[config.mk]
export PLATFORM = sky130hd
export DESIGN_NAME = hi_sim_multimode_flat
export DESIGN_NICKNAME = d
export VERILOG_FILES = /design/src/rtl/hi_sim_pkg.sv /design/src/rtl/hi_sim_multimode_if.sv /design/src/rtl/hi_sim_hyst.sv /design/src/rtl/hi_sim_multimode.sv /design/src/flat_wrapper.sv
export SDC_FILE = /design/constraint.sdc
export NUM_CORES = 1
export LEC_CHECK = 0
export ABC_AREA = 1
export BUFFER_PORTS_ARGS = -buffer_cell sky130_fd_sc_hd__buf_4
export CORE_MARGIN = 2
export CORE_UTILIZATION = 35
export CTS_CLUSTER_SIZE = 8
export DETAILED_ROUTE_END_ITERATION = 16
export SYNTH_ARGS = -nofsm -noshare
export SYNTH_HDL_FRONTEND = slang
export SYNTH_HIERARCHICAL = 1
export SYNTH_SLANG_ARGS = --single-unit
export TNS_END_PERCENT = 20
[constraint.sdc]
create_clock -name ck_1356meg -period 3.54 [get_ports ck_1356meg]
set_clock_uncertainty 0.15 [all_clocks]
set_input_delay 0.177 -clock ck_1356meg [delete_from_list [all_inputs] [get_ports ck_1356meg]]
set_output_delay 0.177 -clock ck_1356meg [all_outputs]
set_load 0.02 [all_outputs]
[src/rtl/hi_sim_pkg.sv]
// Shared definitions for the hi_sim multimode tag simulator:
// mode encodings and the per-mode coil drive decode.
package hi_sim_pkg;

   typedef enum logic [2:0] {
      MODE_OFF     = 3'b000,
      MODE_LISTEN  = 3'b001,
      MODE_DIRECT  = 3'b010,
      MODE_OOK     = 3'b011,
      MODE_BPSK    = 3'b100,
      MODE_SHALLOW = 3'b101,
      MODE_RSVD6   = 3'b110,
      MODE_RSVD7   = 3'b111
   } mode_e;

   typedef struct packed {
      logic oe1;
      logic oe4;
   } drive_t;

   // Reserved encodings fall through to the all-off default.
   function automatic drive_t mode_drive(input mode_e mode, input logic mod_bit, input logic sc);
      drive_t d;
      d = '0;
      case (mode)
         MODE_DIRECT:  d.oe1 = mod_bit;
         MODE_OOK:     d.oe1 = mod_bit & sc;
         MODE_BPSK:    d.oe1 = sc ^ mod_bit;
         MODE_SHALLOW: d.oe4 = mod_bit & sc;
         default:      d = '0;
      endcase
      return d;
   endfunction

endpackage

[src/rtl/hi_sim_multimode_if.sv]
// Signal bundle between the ARM/ADC side and the hi_sim core. There is no
// valid/ready handshake: inputs are sampled on ck_1356meg at fixed counter phases.
interface hi_sim_multimode_if #(
   parameter int ADC_WIDTH = 8
);
   logic [ADC_WIDTH-1:0] adc_d;
   logic [2:0]           mod_type;
   logic                 ssp_dout;
   logic                 adc_clk;
   logic                 ssp_clk;
   logic                 ssp_frame;
   logic                 ssp_din;
   logic                 pwr_lo;
   logic                 pwr_hi;
   logic                 pwr_oe1;
   logic                 pwr_oe2;
   logic                 pwr_oe3;
   logic                 pwr_oe4;
   logic                 dbg;

   modport master (
      output adc_d, mod_type, ssp_dout,
      input  adc_clk, ssp_clk, ssp_frame, ssp_din,
      input  pwr_lo, pwr_hi, pwr_oe1, pwr_oe2, pwr_oe3, pwr_oe4, dbg
   );

   modport slave (
      input  adc_d, mod_type, ssp_dout,
      output adc_clk, ssp_clk, ssp_frame, ssp_din,
      output pwr_lo, pwr_hi, pwr_oe1, pwr_oe2, pwr_oe3, pwr_oe4, dbg
   );
endinterface

[src/rtl/hi_sim_hyst.sv]
// Field-detect comparator with hysteresis; updates only on sample strobes.
module hi_sim_hyst #(
   parameter int ADC_WIDTH = 8,
   parameter int HYST_LO   = 5,
   parameter int HYST_HI   = 200
) (
   input  logic                 ck_1356meg,
   input  logic                 rst_n,
   input  logic                 i_sample,
   input  logic [ADC_WIDTH-1:0] i_adc_d,
   output logic                 o_field
);
   localparam logic [ADC_WIDTH-1:0] LP_LO = ADC_WIDTH'(HYST_LO);
   localparam logic [ADC_WIDTH-1:0] LP_HI = ADC_WIDTH'(HYST_HI);

   logic r_field;

   always_ff @(posedge ck_1356meg) begin
      if (!rst_n) begin
         r_field <= 1'b0;
      end else if (i_sample) begin
         if (i_adc_d >= LP_HI) begin
            r_field <= 1'b1;
         end else if (i_adc_d <= LP_LO) begin
            r_field <= 1'b0;
         end
      end
   end

   assign o_field = r_field;
endmodule

[src/rtl/hi_sim_multimode.sv]
// hi_sim multimode core: ADC clocking, SSP framing to the ARM and coil drive.
// Define HI_SIM_DEBUG_EN to route the field bit onto dbg.
module hi_sim_multimode
   import hi_sim_pkg::*;
#(
   parameter int ADC_WIDTH = 8,
   parameter int HYST_LO   = 5,
   parameter int HYST_HI   = 200,
   parameter int SSP_DIV   = 32,
   parameter int SUB_DIV   = 16
) (
   input  logic                ck_1356meg,
   input  logic                rst_n,
   hi_sim_multimode_if.slave   bus
);
   localparam int SSP_W = $clog2(SSP_DIV);
   localparam int SUB_W = $clog2(SUB_DIV);
   localparam logic [SSP_W-1:0] SSP_LAST = SSP_W'(SSP_DIV - 1);
   localparam logic [SSP_W-1:0] SSP_HALF = SSP_W'(SSP_DIV / 2);
   localparam logic [SUB_W-1:0] SUB_LAST = SUB_W'(SUB_DIV - 1);
   localparam logic [SUB_W-1:0] SUB_HALF = SUB_W'(SUB_DIV / 2);

   logic [SSP_W-1:0] r_ssp_cnt;
   logic [2:0]       r_bit_cnt;
   logic [SUB_W-1:0] r_sub_cnt;
   logic r_adc_clk, r_ssp_clk, r_ssp_frame, r_ssp_din, r_mod_bit, r_oe1, r_oe4;
   mode_e r_mode, w_mode_next;
   logic w_field, w_ssp_zero, w_ssp_wrap, w_frame_start, w_sc, w_sub_restart;
   drive_t w_drive;

   assign w_ssp_zero    = (r_ssp_cnt == '0);
   assign w_ssp_wrap    = (r_ssp_cnt == SSP_LAST);
   assign w_frame_start = w_ssp_zero && (r_bit_cnt == 3'd0);
   assign w_sc          = (r_sub_cnt >= SUB_HALF);

   // Sample in the cycle where adc_clk falls, i.e. while it is currently high.
   hi_sim_hyst #(
      .ADC_WIDTH (ADC_WIDTH),
      .HYST_LO   (HYST_LO),
      .HYST_HI   (HYST_HI)
   ) u_hyst (
      .ck_1356meg (ck_1356meg),
      .rst_n      (rst_n),
      .i_sample   (r_adc_clk),
      .i_adc_d    (bus.adc_d),
      .o_field    (w_field)
   );

   always_ff @(posedge ck_1356meg) begin
      if (!rst_n) begin
         r_mode <= MODE_OFF;
      end else begin
         r_mode <= w_mode_next;
      end
   end

   // Mode is only adopted at a frame boundary; a new mode restarts the subcarrier.
   always_comb begin
      w_mode_next   = r_mode;
      w_sub_restart = 1'b0;
      if (w_frame_start) begin
         w_mode_next   = mode_e'(bus.mod_type);
         w_sub_restart = (w_mode_next != r_mode);
      end
   end

   assign w_drive = mode_drive(r_mode, r_mod_bit, w_sc);

   // SSP outputs are registered decodes of the counters and so trail them by one cycle.
   always_ff @(posedge ck_1356meg) begin
      if (!rst_n) begin
         r_adc_clk   <= 1'b0;
         r_ssp_cnt   <= '0;
         r_bit_cnt   <= 3'd0;
         r_sub_cnt   <= '0;
         r_ssp_clk   <= 1'b0;
         r_ssp_frame <= 1'b0;
         r_ssp_din   <= 1'b0;
         r_mod_bit   <= 1'b0;
         r_oe1       <= 1'b0;
         r_oe4       <= 1'b0;
      end else begin
         r_adc_clk   <= ~r_adc_clk;
         r_ssp_cnt   <= w_ssp_wrap ? '0 : r_ssp_cnt + 1'b1;
         if (w_ssp_wrap) begin
            r_bit_cnt <= r_bit_cnt + 3'd1;
         end
         r_ssp_clk   <= (r_ssp_cnt >= SSP_HALF);
         r_ssp_frame <= (r_bit_cnt == 3'd0);
         if (w_ssp_zero) begin
            r_ssp_din <= w_field;
         end
         if (r_ssp_cnt == SSP_HALF) begin
            r_mod_bit <= bus.ssp_dout;
         end
         if (w_sub_restart || (r_sub_cnt == SUB_LAST)) begin
            r_sub_cnt <= '0;
         end else begin
            r_sub_cnt <= r_sub_cnt + 1'b1;
         end
         r_oe1 <= w_drive.oe1;
         r_oe4 <= w_drive.oe4;
      end
   end

   assign bus.adc_clk   = r_adc_clk;
   assign bus.ssp_clk   = r_ssp_clk;
   assign bus.ssp_frame = r_ssp_frame;
   assign bus.ssp_din   = r_ssp_din;
   assign bus.pwr_lo    = 1'b0;
   assign bus.pwr_hi    = 1'b0;
   assign bus.pwr_oe1   = r_oe1;
   assign bus.pwr_oe2   = 1'b0;
   assign bus.pwr_oe3   = 1'b0;
   assign bus.pwr_oe4   = r_oe4;

`ifdef HI_SIM_DEBUG_EN
   assign bus.dbg = w_field;
`else
   assign bus.dbg = 1'b0;
`endif

endmodule

[src/flat_wrapper.sv]
// flat-port wrapper written by rule: the top's interface ports become plain ports
module hi_sim_multimode_flat import hi_sim_pkg::*;
#(
   parameter int ADC_WIDTH = 8,
   parameter int HYST_LO   = 5,
   parameter int HYST_HI   = 200,
   parameter int SSP_DIV   = 32,
   parameter int SUB_DIV   = 16
)
  (ck_1356meg, rst_n, bus_adc_d, bus_mod_type, bus_ssp_dout, bus_adc_clk, bus_ssp_clk, bus_ssp_frame, bus_ssp_din, bus_pwr_lo, bus_pwr_hi, bus_pwr_oe1, bus_pwr_oe2, bus_pwr_oe3, bus_pwr_oe4, bus_dbg);
  hi_sim_multimode_if #(.ADC_WIDTH(ADC_WIDTH)) bus_i ();
  input  logic ck_1356meg;
  input  logic rst_n;
  input wire logic [$bits(bus_i.adc_d)-1:0] bus_adc_d;
  input wire logic [$bits(bus_i.mod_type)-1:0] bus_mod_type;
  input wire logic [$bits(bus_i.ssp_dout)-1:0] bus_ssp_dout;
  output wire logic [$bits(bus_i.adc_clk)-1:0] bus_adc_clk;
  output wire logic [$bits(bus_i.ssp_clk)-1:0] bus_ssp_clk;
  output wire logic [$bits(bus_i.ssp_frame)-1:0] bus_ssp_frame;
  output wire logic [$bits(bus_i.ssp_din)-1:0] bus_ssp_din;
  output wire logic [$bits(bus_i.pwr_lo)-1:0] bus_pwr_lo;
  output wire logic [$bits(bus_i.pwr_hi)-1:0] bus_pwr_hi;
  output wire logic [$bits(bus_i.pwr_oe1)-1:0] bus_pwr_oe1;
  output wire logic [$bits(bus_i.pwr_oe2)-1:0] bus_pwr_oe2;
  output wire logic [$bits(bus_i.pwr_oe3)-1:0] bus_pwr_oe3;
  output wire logic [$bits(bus_i.pwr_oe4)-1:0] bus_pwr_oe4;
  output wire logic [$bits(bus_i.dbg)-1:0] bus_dbg;
  assign bus_i.adc_d = bus_adc_d;
  assign bus_i.mod_type = bus_mod_type;
  assign bus_i.ssp_dout = bus_ssp_dout;
  assign bus_adc_clk = bus_i.adc_clk;
  assign bus_ssp_clk = bus_i.ssp_clk;
  assign bus_ssp_frame = bus_i.ssp_frame;
  assign bus_ssp_din = bus_i.ssp_din;
  assign bus_pwr_lo = bus_i.pwr_lo;
  assign bus_pwr_hi = bus_i.pwr_hi;
  assign bus_pwr_oe1 = bus_i.pwr_oe1;
  assign bus_pwr_oe2 = bus_i.pwr_oe2;
  assign bus_pwr_oe3 = bus_i.pwr_oe3;
  assign bus_pwr_oe4 = bus_i.pwr_oe4;
  assign bus_dbg = bus_i.dbg;
  hi_sim_multimode #(.ADC_WIDTH(ADC_WIDTH), .HYST_LO(HYST_LO), .HYST_HI(HYST_HI), .SSP_DIV(SSP_DIV), .SUB_DIV(SUB_DIV)) u_core (.ck_1356meg(ck_1356meg), .rst_n(rst_n), .bus(bus_i));
endmodule
# Word level (Yosys, flattened, before mapping)

Cells that the tools add are included.

Bits in registers: 23
Input port bits: 14
Output and inout port bits: 11
Logic and storage cells: 44

Add/subtract/negate cells: 3
Order comparisons: 4
Equal/unequal tests: 8
Muxes and demuxes: 4
Bitwise gates (word level): 4
Reductions and logical operators: 9

Operators by type and width:

| operator            | count |
|---|---|
| $eq 5x5->1 const B  | 2 |
| $ge 8x8->1 const B  | 1 |
| $le 8x3->1 const B  | 1 |
| $eq 3x2->1 const B  | 2 |
| $eq 3x3->1 const B  | 2 |
| $add 5x1->5 const B | 1 |
| $ge 5x5->1 const B  | 1 |
| $logic_not 5->1     | 1 |
| $add 4x1->4 const B | 1 |
| $eq 4x4->1 const B  | 1 |
| $ge 4x4->1 const B  | 1 |
| $reduce_and 2->1    | 2 |
| $reduce_or 2->1     | 2 |
| $add 3x1->3 const B | 1 |
| $logic_not 3->1     | 1 |
| $mux 1              | 3 |
| $ne 3x3->1          | 1 |
| $pmux 1 s3          | 1 |
| $not 1->1           | 2 |
| $reduce_bool 2->1   | 1 |
| $and 1x1->1         | 1 |
| $logic_and 1x1->1   | 1 |
| $logic_or 1x1->1    | 1 |
| $xor 1x1->1         | 1 |

# Logic depth before layout (Yosys ltp)

Depth in word-level cells: 5
Depth in mapped cells: 8
Depth with buffers taken out: 8

# Cells and area by module

The synthesis kept the hierarchy.

By module, submodules not included:

| module           | times used | cells an instance | area an instance (um2) | seq. area each (um2) |
|---|---|---|---|---|
| hi_sim_multimode | 1          | 132               | 1,016.0                | 440.4 |
| hi_sim_hyst      | 1          | 16                | 80.1                   | 20.0 |

# Worst setup path after synthesis

OpenSTA, ideal clock, no wires.

Path kind: register to register
From: register u_core.r_ssp_cnt[0]
To: register u_core.r_ssp_cnt[3]
Arrival time: 1.247 ns
Required time: 3.320 ns
Slack: 2.073 ns
Cell stages (with the launch flop): 9
Path through: dfxtp_1 ha_1 nand2_1 nor2_1 ha_1 inv_1 nand2_1 o21bai_1 a21oi_1

Word-level cells in the longest chain between the ends: 2
Elaborated cells on any way between the ends: 3
Classes of those cells: 1 x add/sub; 1 x eq/ne; 1 x reduce/logical

RTL lines:

| item                                                                | RTL line               | text |
|---|---|---|
| start: declaration                                                  | hi_sim_multimode.sv:23 | `logic [SSP_W-1:0] r_ssp_cnt;` |
| start signal: assignment                                            | hi_sim_multimode.sv:84 | `r_ssp_cnt <= w_ssp_wrap ? '0 : r_ssp_cnt + 1'b1;` |
| parallel branches: the longest is 2 deep, another holds $add 5x1->5 | n/a                    |  |

Several ways; the timed one is not identified.
A chain may end at the register's enable or synchronous reset.

# Final worst setup path

Ends and elaborated chain as after synthesis.

==> reports/summary.json <==
{
  "cells_and_area": {
    "num-fill-cells": 296,
    "n_antenna_cell": 0,
    "number_of_nets_in_the_layout": 194,
    "area_growth_pct": 20.4,
    "drive_above_1_share_pct": 16.4
  },
  "power": {
    "seq_power_share_pct": 58.5,
    "clockPowerShare_pct": 24.8,
    "power_leakage_nw": 0.629,
    "internal_power_mw": 0.349,
    "power.switching_mw": 0.135,
    "share_of_total_power_in_combinational_logic_pct": 16.8,
    "peakVddDrop_mv": 0.192,
    "cellPowerDensity_mw_per_mm2": 367,
    "switching_share_pct": 27.9
  },
  "clock_network": {
    "tritoncts": "yes",
    "cts.path.max_buffers": 2,
    "worst_setup_hold_path_clk_slew_ns": 0.12,
    "clk_latency_ns": 0.31,
    "clock_tree.htree_level_count": 1,
    "postCtsResizedCells": 0,
    "root_buffer": "sky130_fd_sc_hd__clkbuf_4",
    "cts_made_buffers": 3,
    "clock_sink_count": 23
  },
  "job": {
    "drv.max_cap_violation_count": 0
  },
  "synthesis": {
    "syn_inst": 148,
    "syn-mean-instance-area_um2": 7.41,
    "number_of_library_cell_types_mapped_by_synthesis": 22,
    "edff_count_synth": 0,
    "synth_top_family_by_area": "simple AND/OR/NAND/NOR gates",
    "postSynth.asyncResetShare_pct": 0,
    "yosys.area_share.adder_pct": 9.13,
    "synth-warning-count": 6,
    "muxShareOfSynthArea_pct": 0,
    "number_of_storage_elements_in_the_synthesis_netlist": 23,
    "synth-seq-area-share_pct": 42.0,
    "synthesized_area_fraction_occupied_by_ao_oa_aoi_and_oai_cells_pct": 8.45,
    "synth.cell_area_mm2": 0.00110,
    "synth_xor_xnor_area_share_pct": 1.60,
    "synth_simple_gate_area_share_pct": 25.1,
    "ys.flop_type": "sky130_fd_sc_hd__dfxtp_1"
  },
  "drt": {
    "routed_wl_um": 1990,
    "drt_pre_antenna_iters": 4,
    "route.detailed.vias_per_inst": 4.28,
    "num_vias": 920,
    "route.detailed.drc": 0,
    "detail_route.iter0.violations": 37,
    "wire_per_inst_um": 9.27,
    "drtAntennaViolNets": 0
  },
  "timing": {
    "finalHoldViolCount": 0,
    "hold_ws_ns": 0.0217,
    "report.final.slew_viol_count": 0,
    "final_period_minus_worst_setup_slack_ns": 1.63,
    "setup-tns-final_ns": 0,
    "setup-violations-final": 0,
    "period_share_pct": 46.1,
    "max_clock_freq_ghz": 0.613,
    "rsz0062_at_grt": "no"
  },
  "critical_path": {
    "worstPathCellList": "ha_1 -> nand2_1 -> nor2_1 -> ha_1 -> inv_1 -> nand2_1 -> o21bai_1 -> a21oi_1",
    "critPathRequiredTime_ns": 3.63,
    "critPathCaptureType": "register",
    "crit_slowest_cell": "sky130_fd_sc_hd__dfxtp_1",
    "worstSetupStartpointType": "register",
    "worst_path_largest_cell_delay_ns": 0.35,
    "cp_num_buf_inv": 1,
    "path_class": "reg2reg",
    "critical_path_peak_fanout": 5,
    "critical-path-top-delay-family": "adder cells",
    "crit_arrival_ns": 1.73
  },
  "floorplan": {
    "fp.dieArea_mm2": 0.00360,
    "floorplan.initialDensity_pct": 36.2,
    "horizontal_die_dimension_um": 60.0,
    "die_h_um": 60.0,
    "ios": 25,
    "row_count": 20,
    "core-area_mm2": 0.00303
  },
  "global_routing": {
    "globalRoute.totalOverflow": 0,
    "antenna_found_initial": 0,
    "first_global_vias": 904,
    "groute.usage.overall_pct": 13.0,
    "grt_start_max_net_pins": 14,
    "grt_first_pass_wirelength_um": 3520
  },
  "placement": {
    "place.gp.congestion": 0.874,
    "numPortBuffers": 18,
    "place_hpwl_um": 1580
  },
  "min_path": {
    "type_of_the_worst_min_delay_path": "in2reg"
  },
  "status": {
    "status": "finished, final reports clean"
  }
}
## stage by stage
| stage | power, mW | instance area, um^2 | worst slack (ns) | std cells | utilization, % |
|---|---|---|---|---|---|
| global placement | 0.364 | 1250 | 1.99 | 207 | 41.4 |
| detailed placement | 0.368 | 1250 | 1.94 | 207 | 41.4 |
| finish | 0.485 | 1320 | 1.91 | 215 | 43.6 |
| floorplan | 0.344 | 1110 | 2.07 | 152 | - |
| global route | 0.517 | 1320 | 1.78 | 215 | 43.6 |
| CTS | 0.493 | 1320 | 1.91 | 215 | 43.6 |
## state kept, by name, indices dropped and copies added, names as in the netlist
| register | count |
|---|---|
| u_core/bus.adc_clk | 1 |
| u_core/bus.pwr_oe1 | 1 |
| u_core/bus.pwr_oe4 | 1 |
| u_core/bus.ssp_clk | 1 |
| u_core/bus.ssp_din | 1 |
| u_core/bus.ssp_frame | 1 |
| u_core/r_bit_cnt | 3 |
| u_core/r_mod_bit | 1 |
| u_core/r_mode | 3 |
| u_core/r_ssp_cnt | 5 |
| u_core/r_sub_cnt | 4 |
| u_core/u_hyst/o_field | 1 |
## repair_timing
action / in CTS / in global routing
setup buffers: 0 / 0
hold buffers: 4 / 0
hold endpoints to repair: 4 / 0
## power groups by stage
stage          Sequential [mW]  Combinational, mW  Clock (mW)
2_1_floorplan            0.290             0.0548           0
3_3_place_gp             0.288             0.0756           0
3_5_place_dp             0.289             0.0787           0
4_1_cts                  0.283             0.0823       0.127
5_1_grt                  0.286             0.0930       0.139
6_report                 0.283             0.0812       0.120
## cells by family (layout without fill, tap and decap cells)
group / after synthesis / after routing
AOI/OAI and AO/OA: 18 / 18
xor gates and xnor gates: 2 / 2
adders and majority gates: 8 / 8
buffers and inverters: 33 / 52
DFF: 23 / 23
other: 1 / 5
and+or+nand+nor: 63 / 63
## final timing paths
path	to	slack, ns	cells after the start	from
setup / recovery	u_core/r_ssp_cnt[3]	1.91	8	u_core/r_ssp_cnt[0]
hold / removal	u_core/bus.ssp_clk	0.02	3	rst_n
setup reg to reg	u_core/r_ssp_cnt[3]	1.91	8	u_core/r_ssp_cnt[0]
hold reg to reg	u_core/r_sub_cnt[0]	0.33	1	u_core/r_sub_cnt[0]
## per-layer routing
metal	wire, um	global-route usage [%]
met1	882	13.6
met2	1020	24.4
met3	69	4.55
met4	19	3.17
met5	0	0
## cells in the mapped netlist (2+ instances only)
cell type | n | area share (%)
sky130_fd_sc_hd__inv_1 | 25 | 8.6
sky130_fd_sc_hd__dfxtp_1 | 23 | 42
sky130_fd_sc_hd__nand3_1 | 6 | 2.7
sky130_fd_sc_hd__nand2_1 | 26 | 8.9
sky130_fd_sc_hd__ha_1 | 8 | 9.1
sky130_fd_sc_hd__nor2_1 | 21 | 7.2
sky130_fd_sc_hd__a21oi_1 | 8 | 3.7
sky130_fd_sc_hd__o21ai_0 | 9 | 4.1
sky130_fd_sc_hd__nor2_2 | 2 | 1.1
sky130_fd_sc_hd__nor3_1 | 3 | 1.4
sky130_fd_sc_hd__buf_4 | 6 | 4.1
## final cells by class
cell class	instances	area (um^2)	area share, %
flip-flops and latches	23	460	34.9
repair buffers	22	175	13.3
multi-input cells	96	504	38.2
clock buffers	3	22.5	1.71
clock inverters	1	5.00	0.379
well taps	44	55.1	4.17
inverters	26	97.6	7.39
## worst reg2reg max path: stages (launching register included)
cell and delay (ns):
sky130_fd_sc_hd__dfxtp_1 0.35, sky130_fd_sc_hd__ha_1 0.21, sky130_fd_sc_hd__nand2_1 0.08, sky130_fd_sc_hd__nor2_1 0.05, sky130_fd_sc_hd__ha_1 0.19, sky130_fd_sc_hd__inv_1 0.12, sky130_fd_sc_hd__nand2_1 0.14, sky130_fd_sc_hd__o21bai_1 0.18
sky130_fd_sc_hd__a21oi_1 0.11
## placed cells by master, fill, tap and decap left out, types with 2 or more instances in the layout
cell type / count
sky130_fd_sc_hd__dfxtp_1: 23
sky130_fd_sc_hd__conb_1: 5
sky130_fd_sc_hd__a21oi_1: 8
sky130_fd_sc_hd__ha_1: 8
sky130_fd_sc_hd__inv_1: 25
sky130_fd_sc_hd__nor3_1: 3
sky130_fd_sc_hd__buf_4: 18
sky130_fd_sc_hd__o21ai_0: 9
sky130_fd_sc_hd__nor2_2: 2
sky130_fd_sc_hd__dlygate4sd3_1: 4
sky130_fd_sc_hd__clkbuf_4: 3
sky130_fd_sc_hd__nand3_1: 6
sky130_fd_sc_hd__nor2_1: 21
sky130_fd_sc_hd__nand2_1: 26
(Power assumes the default switching activity.)
